### src/rtl/ex_operand_stage.sv
// Registered operand-issue stage feeding the ALU: forwarding, operand select, 2-entry skid buffer.
// Build option: define EX_FWD_EN to enable single-source result forwarding.
module ex_operand_stage #(
    parameter int WIDTH = 32
) (
    input  logic             clock,
    input  logic             reset,
    input  logic             flush,
    input  logic             in_valid,
    output logic             in_ready,
    input  logic [WIDTH-1:0] qa,
    input  logic [WIDTH-1:0] qb,
    input  logic [4:0]       rs,
    input  logic [4:0]       rt,
    input  logic [15:0]      imm,
    input  logic [4:0]       sa,
    input  logic             shift,
    input  logic             aluimm,
    input  logic             sext,
    input  logic [3:0]       aluc_in,
    input  logic             wreg_in,
    input  logic [4:0]       rn_in,
    input  logic             fwd_valid,
    input  logic [4:0]       fwd_rn,
    input  logic [WIDTH-1:0] fwd_data,
    output logic             out_valid,
    input  logic             out_ready,
    output logic [WIDTH-1:0] a,
    output logic [WIDTH-1:0] b,
    output logic [3:0]       aluc,
    output logic             wreg,
    output logic [4:0]       rn
);

    function automatic logic [WIDTH-1:0] ext_imm(input logic [15:0] v, input logic se);
        return {{(WIDTH-16){se & v[15]}}, v};
    endfunction

    function automatic logic [WIDTH-1:0] fwd_pick(input logic [4:0] r, input logic [WIDTH-1:0] q,
                                                  input logic fv, input logic [4:0] fr,
                                                  input logic [WIDTH-1:0] fd);
        return (fv && fr == r && r != 5'd0) ? fd : q;
    endfunction

    logic [WIDTH-1:0] ra_p0, rb_p0, a_p0, b_p0;

`ifdef EX_FWD_EN
    assign ra_p0 = fwd_pick(rs, qa, fwd_valid, fwd_rn, fwd_data);
    assign rb_p0 = fwd_pick(rt, qb, fwd_valid, fwd_rn, fwd_data);
`else
    // Bypass disabled: ports stay for interface compatibility but carry no function.
    logic fwd_unused;
    assign fwd_unused = ^{fwd_valid, fwd_rn, fwd_data, rs, rt};
    assign ra_p0 = qa;
    assign rb_p0 = qb;
`endif

    assign a_p0 = shift  ? {{(WIDTH-5){1'b0}}, sa} : ra_p0;
    assign b_p0 = aluimm ? ext_imm(imm, sext)       : rb_p0;

    // ---- stage p1: main register (drives outputs) and skid register ----
    logic             vld_p1, vld_skid;
    logic [WIDTH-1:0] a_p1, b_p1, a_skid, b_skid;
    logic [3:0]       aluc_p1, aluc_skid;
    logic             wreg_p1, wreg_skid;
    logic [4:0]       rn_p1, rn_skid;

    logic accept, xfer, load_main_new, load_main_skid, load_skid;

    assign accept         = in_valid && in_ready;
    assign xfer           = vld_p1 && out_ready;
    assign load_main_new  = accept && (!vld_p1 || xfer);
    assign load_main_skid = vld_skid && xfer;
    assign load_skid      = accept && vld_p1 && !out_ready;

    always_ff @(posedge clock) begin
        if (reset || flush) begin
            vld_p1   <= 1'b0;
            vld_skid <= 1'b0;
        end else begin
            vld_p1   <= load_main_new || load_main_skid || (vld_p1 && !out_ready);
            vld_skid <= load_skid || (vld_skid && !xfer);
        end
    end

    always_ff @(posedge clock) begin
        if (reset) begin
            a_p1    <= '0;
            b_p1    <= '0;
            aluc_p1 <= '0;
            wreg_p1 <= 1'b0;
            rn_p1   <= '0;
        end else if (load_main_skid) begin
            a_p1    <= a_skid;
            b_p1    <= b_skid;
            aluc_p1 <= aluc_skid;
            wreg_p1 <= wreg_skid;
            rn_p1   <= rn_skid;
        end else if (load_main_new) begin
            a_p1    <= a_p0;
            b_p1    <= b_p0;
            aluc_p1 <= aluc_in;
            wreg_p1 <= wreg_in;
            rn_p1   <= rn_in;
        end
    end

    // Skid contents are only observable through vld_skid, so they carry no reset.
    always_ff @(posedge clock) begin
        if (load_skid) begin
            a_skid    <= a_p0;
            b_skid    <= b_p0;
            aluc_skid <= aluc_in;
            wreg_skid <= wreg_in;
            rn_skid   <= rn_in;
        end
    end

    assign in_ready  = !vld_skid;
    assign out_valid = vld_p1;
    assign a         = a_p1;
    assign b         = b_p1;
    assign aluc      = aluc_p1;
    assign wreg      = wreg_p1;
    assign rn        = rn_p1;

endmodule

### config.mk
export PLATFORM = sky130hd
export DESIGN_NAME = ex_operand_stage
export DESIGN_NICKNAME = d
export VERILOG_FILES = /design/src/rtl/ex_operand_stage.sv
export SDC_FILE = /design/constraint.sdc
export NUM_CORES = 1
export LEC_CHECK = 0
export ABC_CLOCK_PERIOD_IN_PS = 6300
export BUFFER_PORTS_ARGS = -buffer_cell sky130_fd_sc_hd__clkbuf_2
export CORE_ASPECT_RATIO = 1.5
export CORE_MARGIN = 1.5
export CORE_UTILIZATION = 45
export CTS_CLUSTER_SIZE = 20
export DETAILED_ROUTE_END_ITERATION = 10
export PLACE_DENSITY = 0.77
export SLEW_MARGIN = 20
export SYNTH_ARGS = -nofsm -noshare
export SYNTH_HDL_FRONTEND = slang
export SYNTH_SLANG_ARGS = --single-unit
### constraint.sdc
create_clock -name clock -period 6.3 [get_ports clock]
set_input_delay 1.89 -clock clock [delete_from_list [all_inputs] [get_ports clock]]
set_output_delay 1.89 -clock clock [all_outputs]
set_load 0.02 [all_outputs]
==> impl_metrics.toml <==
[outcome]
outcome = "completed"

[power_and_ir_drop]
combPwrFrac = 0.098
p_int_mw = 1.75
seqPwrFrac = 0.465
p_sw_frac = 0.241
clkPwrFrac = 0.437
p_sw_mw = 0.556
p_leak_nw = 2.93
irDropWorstVdd_v = 0.000150
power_density_nw_per_um2 = 294
p_total_mw = 2.31

[drt]
wl_per_cell_um = 19.6
wirelength_mm = 17.2
highest_layer = "met4"
drt_iter0_drc = 347
drc_errors = 0
dr_total_vias = 5391
viasPerCell = 6.16
ant_nets = 0
met3WireLength_mm = 1.05
first_pass_iters = 5
routed-wl-met2_mm = 8.78
wl_met1_mm = 7.04

[worst_setup_path]
endpoint_kind = "register"
timing.rr.start = "out_valid"
r2r_setup_slack_ps = 3920
setup.worst_path.class = "primary input to register"
rr_endpoint = "rn[1]"
critPathArrivalTime_ps = 3820
worst_setup_path_start_kind = "primary input"
worstRegToRegCells = 4
worstPathMaxFanout = 48
cp_data_required_time_ps = 6610

[floorplan]
die_w_um = 100
die-area_um2 = 15000
coreArea_um2 = 13900
row_count = 53
io_pins = 227
die_h_um = 149
start_util = 0.459

[hold_path]
holdPathEnd = "a[8]"
min_path_type = "register to register"
min_path_cells = 2
min_from = "a[8]"

[sta]
hold_violations = 0
fin_worst_hold_slack_ps = 490
final.min_clock_period_ps = 3520
tightest_slew_ps = 1040
skew_ps = 19.9
slew_violations = 0
max_clock_freq_mhz = 284
period_share = 0.558
tns_ps = 0
relSlewSlack = 0.307
fin_ws_ps = 2780
setup_viol = 0
rsz0062_at_grt = "no"

[clocking]
clkTransAtPathRegs_ps = 60
cts_hold_buf = 0
cts_root_buf = "clkbuf_16"
cts_buffers = 17
clk_latency_ps = 410
cts_buffer_depth = 2
cts.htree.levels = 4
postCtsSetupBuffers = 0
cts_resized = 0
cts_tree = "built"
cts.sinks = 150

[grt]
overflow = 0
grt_usage = 0.230
antenna_found_initial = 0
grt_max_degree = 85
grt_pass1_vias = 5304
grt_pass1_wl_mm = 27.0

[placement]
io_buffer_count = 178
dp_slack_ps = 2350
dpl_cell_area_um2 = 7270
hpwl_mm = 9.95
gp_congestion = 0.764

[yosys]
synth_nets = 710
synthAdderAreaFrac = 0
yosys-top-cells-count = "80 x o211ai_1, 76 x dfxtp_1, 74 x edfxtp_1, 50 x a21oi_1, 48 x a32oi_1"
yosysTopAreaCell = "edfxtp_1"
yosys.area_share.xor_xnor = 0
synth-seq-cells = 150
synthSimpleGateAreaFrac = 0.0899
netlist.area_leader.share = 0.347
synth_compound_area_frac = 0.237
yosys.cell_types.count = 23
postSynthCellCount = 559
synth_area_um2 = 6400
synthArstFlopShare = 0
synthTopCellsByArea = "edfxtp_1 35%, dfxtp_1 24%, o211ai_1 9.4%, a32oi_1 6.6%, nor2b_1 4.3%"
syn_avg_cell_area_um2 = 11.4
yosys_warnings = 0
seq_area_frac_synth = 0.585
synth_edf_count = 74
synth.most_common_cell = "o211ai_1"
synth_top_flop_cell = "dfxtp_1"
synth_top_family_by_area = "compound AO/OA/AOI/OAI gates"
muxShareOfSynthArea = 0.0370

[cells_and_area]
nets = 848
design_area_um2 = 7860
drive_gt1_frac = 0.366
antennaDiodeCount = 0
syn_to_final_growth_pct = 22.8
nFillCells = 1186

[job]
maxCapViolations = 0
[registers in the layout (all words and copies together) (netlist names)]
register and flops:
a 32, aluc 4, vld_skid 1, wreg_skid 1
aluc_skid 4, b 32, out_valid 1, a_skid 32
rn 5, rn_skid 5, wreg 1, b_skid 32
[area by class of cell]
type	count	area, um^2	share of cell area
Sequential cell	150	3740	0.477
Multi-Input combinational cell	341	2360	0.301
Timing Repair Buffer	186	951	0.121
Clock buffer	21	460	0.0586
Tap cell	165	206	0.0263
Clock inverter	11	126	0.0161
Inverter	1	3.75	0.000478
[how the worst max path moves through the flow]
stage,cells after the start,end,slack [ps],from
floorplan,4,a_skid[0],320,out_ready
global placement,4,b[17],2460,aluimm
detailed placement,4,b[20],2350,aluimm
CTS,4,b[20],2760,aluimm
global route,4,b[18],2600,aluimm
finish,5,rn[1],2780,out_ready
[routing by layer]
layer  up-vias  GRT usage
met5         -          0
met4         0     0.0894
met3        24     0.0398
met2       258      0.384
met1      2661      0.297
li1       2448          -
[power groups by stage]
| stage | clock (mW) | sequential [mW] | combinational, mW |
|---|---|---|---|
| after floorplan | 0 | 1.12 | 0.109 |
| after global placement | 0 | 1.09 | 0.218 |
| after detailed placement | 0 | 1.09 | 0.225 |
| after CTS | 1.02 | 1.07 | 0.226 |
| after global routing | 1.06 | 1.08 | 0.244 |
| final | 1.01 | 1.07 | 0.226 |
[per-stage QoR]
stage / instances / util
2_1_floorplan: 559 / -
3_3_place_gp: 843 / 0.522
3_5_place_dp: 843 / 0.522
4_1_cts: 875 / 0.564
5_1_grt: 875 / 0.564
6_report: 875 / 0.564
[critical path, cell delays in order]
cell and delay (ps):
clkbuf_2 140, and2b_2 890, buf_4 470, o21ai_0 130
a311oi_1 280
[kinds of logic after synthesis]
kind of cell    count (synthesis)
compound gates                215
flops                         150
buf+inv                        68
mux                            21
simple gates                  105
[cells in the final DEF (no fill, tap or decap), types with 16 or more instances in the layout]
cell,instances
o211ai_1,80
edfxtp_1,74
dfxtp_1,76
nand2_1,16
or2_2,16
nor2b_1,43
a21oi_1,50
clkbuf_2,178
mux2_2,21
a32oi_1,48
clkbuf_16,17
a31oi_1,16
Note: power is estimated with default switching activity, not from simulation.
